File: src/rtl/except_ctrl_if.sv
// MEM-stage / CP0 bundle seen by the exception arbiter.
// slave = except_ctrl side, master = pipeline/CP0 side.
interface except_ctrl_if;
   logic        mem_valid_i;
   logic [31:0] mem_pc_i;
   logic        mem_in_ds_i;
   logic [31:0] mem_vaddr_i;
   logic [8:0]  mem_exc_i;
   logic [31:0] cp0_status_i;
   logic [31:0] cp0_cause_i;
   logic [31:0] cp0_epc_i;
   logic        cp0_we_i;
   logic [4:0]  cp0_waddr_i;
   logic [31:0] cp0_wdata_i;
   logic [31:0] excepttype_o;
   logic [31:0] exc_pc_o;
   logic [31:0] bad_vaddr_o;
   logic        in_ds_o;
   logic        flush_o;
   logic [31:0] new_pc_o;

   modport slave (
      input  mem_valid_i, mem_pc_i, mem_in_ds_i, mem_vaddr_i, mem_exc_i,
      input  cp0_status_i, cp0_cause_i, cp0_epc_i, cp0_we_i, cp0_waddr_i, cp0_wdata_i,
      output excepttype_o, exc_pc_o, bad_vaddr_o, in_ds_o, flush_o, new_pc_o
   );

   modport master (
      output mem_valid_i, mem_pc_i, mem_in_ds_i, mem_vaddr_i, mem_exc_i,
      output cp0_status_i, cp0_cause_i, cp0_epc_i, cp0_we_i, cp0_waddr_i, cp0_wdata_i,
      input  excepttype_o, exc_pc_o, bad_vaddr_o, in_ds_o, flush_o, new_pc_o
   );
endinterface

File: src/rtl/except_ctrl.sv
// MEM-stage exception arbiter: picks the highest-priority event for CP0 and
// issues a fixed-length pipeline flush with the redirect PC.
module except_ctrl #(
   parameter logic [31:0] EXC_VECTOR   = 32'hBFC00380,
   parameter int unsigned FLUSH_CYCLES = 2,
   parameter int unsigned SYNC_STAGES  = 2
) (
   input  logic         clk,
   input  logic         rst,
   input  logic [5:0]   hw_int_i,
   output logic [5:0]   sync_int_o,
   except_ctrl_if.slave bus
);
   localparam int unsigned     CNT_W       = (FLUSH_CYCLES > 1) ? $clog2(FLUSH_CYCLES) : 1;
   localparam logic [CNT_W-1:0] CNT_INIT   = CNT_W'(FLUSH_CYCLES - 1);
   localparam logic [4:0]      ADDR_STATUS = 5'd12;
   localparam logic [4:0]      ADDR_CAUSE  = 5'd13;
   localparam logic [4:0]      ADDR_EPC    = 5'd14;

   typedef enum logic {S_IDLE, S_FLUSH} state_e;

   state_e            state_q, state_d;
   logic [CNT_W-1:0]  cnt_q, cnt_d;
   logic              flush_q, flush_d;
   logic [31:0]       new_pc_q, new_pc_d;
   logic [5:0]        sync_q [SYNC_STAGES];
   logic [5:0]        sync_d [SYNC_STAGES];

   logic [31:0] eff_status, eff_epc;
   logic [7:0]  eff_ip;
   logic        int_pend_c, is_eret_c, event_c;
   logic [7:0]  code_c;
   logic [31:0] bva_c;
   logic        unused_c;

   // interrupt pin synchronizer
   always_comb begin
      sync_d[0] = hw_int_i;
      for (int i = 1; i < SYNC_STAGES; i++) sync_d[i] = sync_q[i-1];
   end
   assign sync_int_o = sync_q[SYNC_STAGES-1];

   // same-cycle CP0 writes override the register values
   always_comb begin
      eff_status = bus.cp0_status_i;
      eff_epc    = bus.cp0_epc_i;
      eff_ip     = bus.cp0_cause_i[15:8];
      if (bus.cp0_we_i && bus.cp0_waddr_i == ADDR_STATUS) eff_status  = bus.cp0_wdata_i;
      if (bus.cp0_we_i && bus.cp0_waddr_i == ADDR_CAUSE)  eff_ip[1:0] = bus.cp0_wdata_i[9:8];
      if (bus.cp0_we_i && bus.cp0_waddr_i == ADDR_EPC)    eff_epc     = bus.cp0_wdata_i;
   end

   assign int_pend_c = (|(eff_ip & eff_status[15:8])) & eff_status[0] & ~eff_status[1];

   // fixed-priority event select; mem_exc_i bit order already matches priority
   always_comb begin
      code_c    = 8'h00;
      bva_c     = 32'h0;
      is_eret_c = 1'b0;
      if (int_pend_c)            code_c = 8'h01;
      else if (bus.mem_exc_i[0]) begin code_c = 8'h04; bva_c = bus.mem_pc_i; end
      else if (bus.mem_exc_i[1]) code_c = 8'h0a;
      else if (bus.mem_exc_i[2]) code_c = 8'h0c;
      else if (bus.mem_exc_i[3]) code_c = 8'h0d;
      else if (bus.mem_exc_i[4]) code_c = 8'h08;
      else if (bus.mem_exc_i[5]) code_c = 8'h09;
      else if (bus.mem_exc_i[6]) begin code_c = 8'h04; bva_c = bus.mem_vaddr_i; end
      else if (bus.mem_exc_i[7]) begin code_c = 8'h05; bva_c = bus.mem_vaddr_i; end
      else if (bus.mem_exc_i[8]) begin code_c = 8'h0e; is_eret_c = 1'b1; end
   end

   assign event_c = bus.mem_valid_i && (state_q == S_IDLE) && (code_c != 8'h00);

   assign bus.excepttype_o = event_c ? {24'h0, code_c} : 32'h0;
   assign bus.bad_vaddr_o  = event_c ? bva_c : 32'h0;
   assign bus.exc_pc_o     = bus.mem_pc_i;
   assign bus.in_ds_o      = bus.mem_in_ds_i;
   assign bus.flush_o      = flush_q;
   assign bus.new_pc_o     = new_pc_q;

   // flush sequencer
   always_comb begin
      state_d  = state_q;
      cnt_d    = cnt_q;
      new_pc_d = new_pc_q;
      case (state_q)
         S_IDLE: begin
            if (event_c) begin
               state_d  = S_FLUSH;
               cnt_d    = CNT_INIT;
               new_pc_d = is_eret_c ? eff_epc : EXC_VECTOR;
            end
         end
         S_FLUSH: begin
            if (cnt_q == '0) state_d = S_IDLE;
            else             cnt_d   = cnt_q - CNT_W'(1);
         end
         default: state_d = S_IDLE;
      endcase
      flush_d = (state_d == S_FLUSH);
   end

   always_ff @(posedge clk or negedge rst) begin
      if (!rst) begin
         state_q  <= S_IDLE;
         cnt_q    <= '0;
         flush_q  <= 1'b0;
         new_pc_q <= 32'h0;
         for (int i = 0; i < SYNC_STAGES; i++) sync_q[i] <= 6'h0;
      end else begin
         state_q  <= state_d;
         cnt_q    <= cnt_d;
         flush_q  <= flush_d;
         new_pc_q <= new_pc_d;
         for (int i = 0; i < SYNC_STAGES; i++) sync_q[i] <= sync_d[i];
      end
   end

   assign unused_c = ^{bus.cp0_cause_i[31:16], bus.cp0_cause_i[7:0],
                       eff_status[31:16], eff_status[7:2]};
endmodule

File: src/flat_wrapper.sv
// flat-port wrapper written by rule: the top's interface ports become plain ports
module except_ctrl_flat 
#(
   parameter logic [31:0] EXC_VECTOR   = 32'hBFC00380,
   parameter int unsigned FLUSH_CYCLES = 2,
   parameter int unsigned SYNC_STAGES  = 2
)
  (clk, rst, hw_int_i, sync_int_o, bus_mem_valid_i, bus_mem_pc_i, bus_mem_in_ds_i, bus_mem_vaddr_i, bus_mem_exc_i, bus_cp0_status_i, bus_cp0_cause_i, bus_cp0_epc_i, bus_cp0_we_i, bus_cp0_waddr_i, bus_cp0_wdata_i, bus_excepttype_o, bus_exc_pc_o, bus_bad_vaddr_o, bus_in_ds_o, bus_flush_o, bus_new_pc_o);
  except_ctrl_if bus_i ();
  input  logic clk;
  input  logic rst;
  input  logic [5:0] hw_int_i;
  output logic [5:0] sync_int_o;
  input wire logic [$bits(bus_i.mem_valid_i)-1:0] bus_mem_valid_i;
  input wire logic [$bits(bus_i.mem_pc_i)-1:0] bus_mem_pc_i;
  input wire logic [$bits(bus_i.mem_in_ds_i)-1:0] bus_mem_in_ds_i;
  input wire logic [$bits(bus_i.mem_vaddr_i)-1:0] bus_mem_vaddr_i;
  input wire logic [$bits(bus_i.mem_exc_i)-1:0] bus_mem_exc_i;
  input wire logic [$bits(bus_i.cp0_status_i)-1:0] bus_cp0_status_i;
  input wire logic [$bits(bus_i.cp0_cause_i)-1:0] bus_cp0_cause_i;
  input wire logic [$bits(bus_i.cp0_epc_i)-1:0] bus_cp0_epc_i;
  input wire logic [$bits(bus_i.cp0_we_i)-1:0] bus_cp0_we_i;
  input wire logic [$bits(bus_i.cp0_waddr_i)-1:0] bus_cp0_waddr_i;
  input wire logic [$bits(bus_i.cp0_wdata_i)-1:0] bus_cp0_wdata_i;
  output wire logic [$bits(bus_i.excepttype_o)-1:0] bus_excepttype_o;
  output wire logic [$bits(bus_i.exc_pc_o)-1:0] bus_exc_pc_o;
  output wire logic [$bits(bus_i.bad_vaddr_o)-1:0] bus_bad_vaddr_o;
  output wire logic [$bits(bus_i.in_ds_o)-1:0] bus_in_ds_o;
  output wire logic [$bits(bus_i.flush_o)-1:0] bus_flush_o;
  output wire logic [$bits(bus_i.new_pc_o)-1:0] bus_new_pc_o;
  assign bus_i.mem_valid_i = bus_mem_valid_i;
  assign bus_i.mem_pc_i = bus_mem_pc_i;
  assign bus_i.mem_in_ds_i = bus_mem_in_ds_i;
  assign bus_i.mem_vaddr_i = bus_mem_vaddr_i;
  assign bus_i.mem_exc_i = bus_mem_exc_i;
  assign bus_i.cp0_status_i = bus_cp0_status_i;
  assign bus_i.cp0_cause_i = bus_cp0_cause_i;
  assign bus_i.cp0_epc_i = bus_cp0_epc_i;
  assign bus_i.cp0_we_i = bus_cp0_we_i;
  assign bus_i.cp0_waddr_i = bus_cp0_waddr_i;
  assign bus_i.cp0_wdata_i = bus_cp0_wdata_i;
  assign bus_excepttype_o = bus_i.excepttype_o;
  assign bus_exc_pc_o = bus_i.exc_pc_o;
  assign bus_bad_vaddr_o = bus_i.bad_vaddr_o;
  assign bus_in_ds_o = bus_i.in_ds_o;
  assign bus_flush_o = bus_i.flush_o;
  assign bus_new_pc_o = bus_i.new_pc_o;
  except_ctrl #(.EXC_VECTOR(EXC_VECTOR), .FLUSH_CYCLES(FLUSH_CYCLES), .SYNC_STAGES(SYNC_STAGES)) u_core (.clk(clk), .rst(rst), .hw_int_i(hw_int_i), .sync_int_o(sync_int_o), .bus(bus_i));
endmodule
File: config.mk
export PLATFORM = sky130hd
export DESIGN_NAME = except_ctrl_flat
export DESIGN_NICKNAME = d
export VERILOG_FILES = /design/src/rtl/except_ctrl_if.sv /design/src/rtl/except_ctrl.sv /design/src/flat_wrapper.sv
export SDC_FILE = /design/constraint.sdc
export NUM_CORES = 1
export LEC_CHECK = 0
export ABC_AREA = 1
export ABC_CLOCK_PERIOD_IN_PS = 1600
export CAP_MARGIN = 20
export CORE_AREA = 2 2 136 138
export CTS_BUF_LIST = sky130_fd_sc_hd__clkbuf_8 sky130_fd_sc_hd__clkbuf_16
export CTS_CLUSTER_DIAMETER = 80
export DETAILED_ROUTE_END_ITERATION = 16
export DIE_AREA = 0 0 138 140
export HOLD_SLACK_MARGIN = 0.03
export PLACE_DENSITY_LB_ADDON = 0.25
export SLEW_MARGIN = 20
export SYNTH_ARGS = -nofsm -noshare
export SYNTH_HDL_FRONTEND = slang
export SYNTH_SLANG_ARGS = --single-unit
File: constraint.sdc
create_clock -name clk -period 1.6 [get_ports clk]
set_input_delay 0.24 -clock clk [delete_from_list [all_inputs] [get_ports clk]]
set_output_delay 0.24 -clock clk [all_outputs]
set_load 0.05 [all_outputs]
Yosys cells after proc, flatten, opt, wreduce, memory -nomap -nowiden:

Index checks and enable logic that the tools add are counted.

* bits in registers: 46
* input port bits: 217
* logic and storage cells: 64

* add/sub/neg operators: 1
* equal/unequal tests: 4
* mux-type cells: 41
* bitwise gates (word level): 5
* reduce and logical (&&, ||, !) cells: 8

Operators by type and width (count)
* 32-bit 2-to-1 mux: 12
* 8-bit 2-to-1 mux: 10
* 16-bit 2-to-1 mux: 1
* 5-bit by 4-bit equality test with 1-bit output, second input constant: 3
* 1-bit 2-to-1 mux: 14
* 8-bit bitwise AND: 1
* 8-bit nonzero test: 1
* 8-bit OR reduction: 1
* 1-bit logical AND: 5
* 4-bit 2-to-1 mux: 1
* 1-bit case mux with 2 select lines: 2
* 1-bit bitwise AND: 2
* 2-bit 2-to-1 mux: 1
* 2-bit by 1-bit inequality test with 1-bit output, second input constant: 1
* 1-bit NOT: 2
* 2-bit AND reduction: 1
* 1-bit subtractor, second input constant: 1

Logic depth before layout (Yosys ltp):

* word-level depth: 14
* mapped depth: 17
* mapped depth without buffers: 15

Least setup slack after synthesis:

OpenSTA, ideal clock, no wires.

* kind: input to output
* from: in bus_cp0_waddr_i[4]
* to: out bus_bad_vaddr_o[10]
* arrival time: 1996 ps
* required time: 1360 ps
* setup slack: -636 ps
* stages: 13
* buffers on the path: 2
* cells stage by stage: inv_1 -> nand2_1 -> nor2_1 -> buf_4 -> nand3_1 -> nand3_1 -> nand2_1 -> nor2_1 -> nand2_1 -> nand2_4 -> o211ai_2 -> buf_2 -> nor2_1

* longest elaborated chain between the ends: 11
* elaborated cells on any way between the ends: 16
* those cells by class: 2 x eq/ne; 5 x mux; 4 x bitwise; 5 x reduce/logical

Ends and longest elaborated chain
* start: declaration: line flat_wrapper.sv:23 `input wire logic [$bits(bus_i.cp0_waddr_i)-1:0] bus_cp0_waddr_i;`
* 5-bit by 4-bit equality test with 1-bit output, on equally long branches: line except_ctrl.sv:49, except_ctrl.sv:48
* 1-bit logical AND, on equally long branches: line except_ctrl.sv:49, except_ctrl.sv:48
* 2-bit 2-to-1 mux or 16-bit 2-to-1 mux (tied branches): line except_ctrl.sv:49, except_ctrl.sv:48
* 8-bit bitwise AND: line except_ctrl.sv:53 `assign int_pend_c = (|(eff_ip & eff_status[15:8])) & eff_status[0] & ~eff_status[1];`
* 8-bit OR reduction: line except_ctrl.sv:53
* 1-bit bitwise AND: line except_ctrl.sv:53
* 1-bit bitwise AND (*): line except_ctrl.sv:53
* 8-bit 2-to-1 mux: line except_ctrl.sv:60 `if (int_pend_c) code_c = 8'h01;`
* 8-bit nonzero test: line except_ctrl.sv:72 `assign event_c = bus.mem_valid_i && (state_q == S_IDLE) && (code_c != 8'h00);`
* 1-bit logical AND: line except_ctrl.sv:72
* 32-bit 2-to-1 mux (*): line except_ctrl.sv:75 `assign bus.bad_vaddr_o = event_c ? bva_c : 32'h0;`
* end: declaration: line flat_wrapper.sv:27 `output wire logic [$bits(bus_i.bad_vaddr_o)-1:0] bus_bad_vaddr_o;`

Mark *: on every way between the ends. The rest lies on a longest branch, timed or not.

Worst setup path in the final report:

* from: in bus_cp0_wdata_i[10]
* to: out bus_bad_vaddr_o[4]

* longest elaborated chain between the ends: 9
* elaborated cells on any way between the ends: 10
* those cells by class: 4 x mux; 3 x bitwise; 3 x reduce/logical

Ends and longest elaborated chain
* start: declaration: line flat_wrapper.sv:24 `input wire logic [$bits(bus_i.cp0_wdata_i)-1:0] bus_cp0_wdata_i;`
* 16-bit 2-to-1 mux (*): line except_ctrl.sv:48 `if (bus.cp0_we_i && bus.cp0_waddr_i == ADDR_STATUS) eff_status = bus.cp0_wdata_i;`
* 8-bit bitwise AND (*): line except_ctrl.sv:53
* 8-bit OR reduction (*): line except_ctrl.sv:53
* 1-bit bitwise AND (*) (2 in a row): line except_ctrl.sv:53
* 8-bit 2-to-1 mux: line except_ctrl.sv:60
* 8-bit nonzero test: line except_ctrl.sv:72
* 1-bit logical AND: line except_ctrl.sv:72
* 32-bit 2-to-1 mux (*): line except_ctrl.sv:75

Marks and branches as above.

==> impl_results.md <==
* Max-cap viol count at 0
* DR pass1 iterations at 4
* Final hold vios at 0
* P per Cell Area at 769 mW/mm2
* Setup slack at placement at -1060 ps
* Tot Pwr at 6450 uW
* Status: complete, but fails checks
* Ys flop type: dfrtp_1
* Input/output buffers at about 280
* Setup TNS at -30860 ps
* WS Path Type: input port to output port
* Die Height at 140 um
* Share of layout cells above drive strength 1 at 38.3%
* Pin count of the biggest net entering global routing at 33
* Top-area cell type share of the netlist area at between 30% and 40%
* Startpoint Class: input port
* Placement-stage cell area at 0.00775 mm2
* Reg2reg start: u_core.state_q
* Crit path DAT at roughly 2000 ps
* Vias in the first global route at roughly 4600
* Final setup violation count at 70
* Final-stage net count at 1054
* LEAKAGE at 0.00389 uW
* Worst Slack Setup Final at -586 ps
* Synth Cell Area at 0.00363 mm2
* Num CTS Buffers at 5
* Total congestion overflow at 0
* Final WL at between 15000 and 20000 um
* Chip width at between 100 and 150 um
* Netlist cell types at 28
* Synth area leaders: dfrtp_1 (32%), buf_4 (13%), nand2_1 (12%)
* Clk_skew at 6.46 ps
* Ant. Diodes at 0
* Initial antenna violation count at 0
* DRC Markers at 0
* First-pass GRT wire length at ~26000 um
* I/O Pins at 353
* Violated checks: setup timing
* Routability Congestion at 0.805
* CTS root buf: clkbuf_16
* FF-to-FF path depth at 10
* Final instance area at 0.00838 mm2
* TritonCTS clock tree: yes
* Crit. End Element: output port
* Initial core utilization at 20.4%
* Final Cycle Share at 137%
* Post-DR vias/cell at 4.23
* Vias at ~4500
* VDD IR-drop max at about 0.41 mV
* Yosys top cell by area: dfrtp_1
* Synthesis-to-finish area growth at 131%
* R2R setup slack at 20 ps
* Most numerous cell in the Yosys netlist: nand2_1
* Fraction of registers with async set/reset at 100%
* Clk Latency, worst-skew pair at 290 ps
* Max Buffers Root-to-Sink at 2
* 1st-iter DRT viols at 155
* Number of synthesized register bits at 46
* Mean Syn Cell Area at between 7 and 8 um2
* Most common library cells after synthesis: nand2_1 (115), buf_4 (62), nor2_1 (62), inv_1 (55), nand3_1 (51)
* WL/cell at about 16 um
* CP required at about 1400 ps
* Number of flops mapped to enable cells by yosys at 0
* DP HPWL at 13500 um
* Row count at 49
* Slew Limit Fails at 0
* Gate Count Post-Synth at 516
* Final core utilization at 47.1%
* # H-tree levels at 2
* Clk sinks at 46
* Antenna violation net count after detailed routing at 0
* Sequential area share after synthesis at around a third
* HP Class: register to register
* Overall Global Routing Usage at 17.0%
* Synth warnings at 0
* Clock-pin slew on the worst setup and hold paths at 60 ps
* Die area at a little under 0.02 mm2
* Core ar. at approximately 0.018 mm2
* Crit-path max FO at 5
* Fin crit period at between 2000 and 2500 ps
* Worst Setup EP: bus_bad_vaddr_o[4]
* Endpoint of the lowest-slack register-to-register path: u_core.bus.new_pc_o[6]
* CP startpoint: bus_cp0_wdata_i[10]
* Fmax at 457 MHz
* RSZ-0062 raised after global routing: true
-- worst min path at each step --
stage / startpoint / endpoint / slack (ps) / cells past startpoint
after floorplan: rst / u_core.bus.new_pc_o[0] / -60 / 0
after global placement: rst / u_core.bus.new_pc_o[3] / 220 / 1
after detailed placement: rst / u_core.bus.new_pc_o[3] / 220 / 1
after CTS: u_core.sync_d[4] / u_core.sync_int_o[4] / 350 / 0
after global routing: u_core.sync_d[1] / u_core.sync_int_o[1] / 350 / 0
final: u_core.sync_d[1] / u_core.sync_int_o[1] / 350 / 0
-- state kept, by name (all words and copies together) (netlist names) --
register,count
u_core.bus.new_pc_o,32
u_core.sync_d,6
u_core.sync_int_o,6
u_core.cnt_q,1
u_core.state_q,1
-- worst max-delay path: stages --
cell             delay (ps)
clkdlybuf4s50_1         410
inv_2                    80
nand3_2                  80
nand3_1                  80
nand2_1                  50
nor2_1                   90
nand2_1                 110
nand2_4                 100
o211ai_4                120
buf_4                   170
buf_8                   140
nor2_4                  120
buf_12                  140
-- through the flow --
stage | hold WS [ps] | std cells
floorplan | -55.6 | 543
global placement | 224 | 1034
detailed placement | 223 | 1034
CTS | 350 | 1063
global route | 351 | 1067
finish | 347 | 1067
-- routing by layer --
layer | track usage (%) | part of all wire [%] | vias to the layer above
li1 | - | - | 2230
met3 | 6.46 | 9.1 | 6
met4 | 2.31 | 0.57 | 0
met5 | 0 | 0 | -
met1 | 18.2 | 36 | 2088
met2 | 32.4 | 54 | 185
-- cell families (layout without fill, tap and decap cells) --
group / Yosys count / in the layout / share of synthesized area (%)
other: 1 / 28 / 0.103
and+or+nand+nor: 260 / 264 / 31.9
buffers and inverters: 148 / 439 / 22.8
DFF: 46 / 46 / 31.7
muxes: 13 / 13 / 4.03
AOI/OAI and AO/OA: 48 / 48 / 9.44
-- report_power, final --
part	leakage, uW	internal (uW)	switching [uW]
registers	0.000577	1360	118
clock network	0.0000698	579	450
logic	0.00325	1620	2320
-- cell type report --
| class | count | area [um2] |
|---|---|---|
| inverters | 56 | 230 |
| fillers | 1753 | 9400 |
| well taps | 229 | 287 |
| flip-flops and latches | 46 | 1150 |
| clock inverters | 3 | 21.3 |
| clock buffers | 5 | 125 |
| multi-input cells | 353 | 2280 |
| repair buffers | 375 | 4290 |
-- cell usage in the layout (no fill, tap or decap), types with 2 or more instances in the layout --
| cell type | count |
|---|---|
| clkdlybuf4s50_1 | 152 |
| buf_4 | 111 |
| nand2_1 | 104 |
| buf_12 | 75 |
| inv_1 | 47 |
| dfrtp_1 | 46 |
| nor2_4 | 39 |
| nand3_1 | 37 |
| a22oi_1 | 32 |
| conb_1 | 28 |
| nor2_1 | 24 |
| nand4_1 | 20 |
| nand3_2 | 13 |
| mux2_2 | 13 |
| buf_6 | 13 |
| o21ai_0 | 9 |
| nand2_4 | 8 |
| nand2_2 | 8 |
| dlygate4sd2_1 | 8 |
| buf_8 | 7 |
| inv_2 | 6 |
| clkbuf_16 | 5 |
| buf_2 | 4 |
| nand3_4 | 3 |
| nand3b_1 | 3 |
| clkinvlp_4 | 3 |
| a21oi_1 | 2 |
| nand2_8 | 2 |
-- repair_timing --
item | in CTS | in global routing
setup endpoints to repair | 70 | 70
gates resized for setup | 85 | 24
endpoints found under the hold margin | 19 | 0
pin swaps | 25 | 18
buffers inserted | 12 | 6
cloned | 8 | 0
hold buffers | 1 | 0
Power figures use the tool's default switching activity.
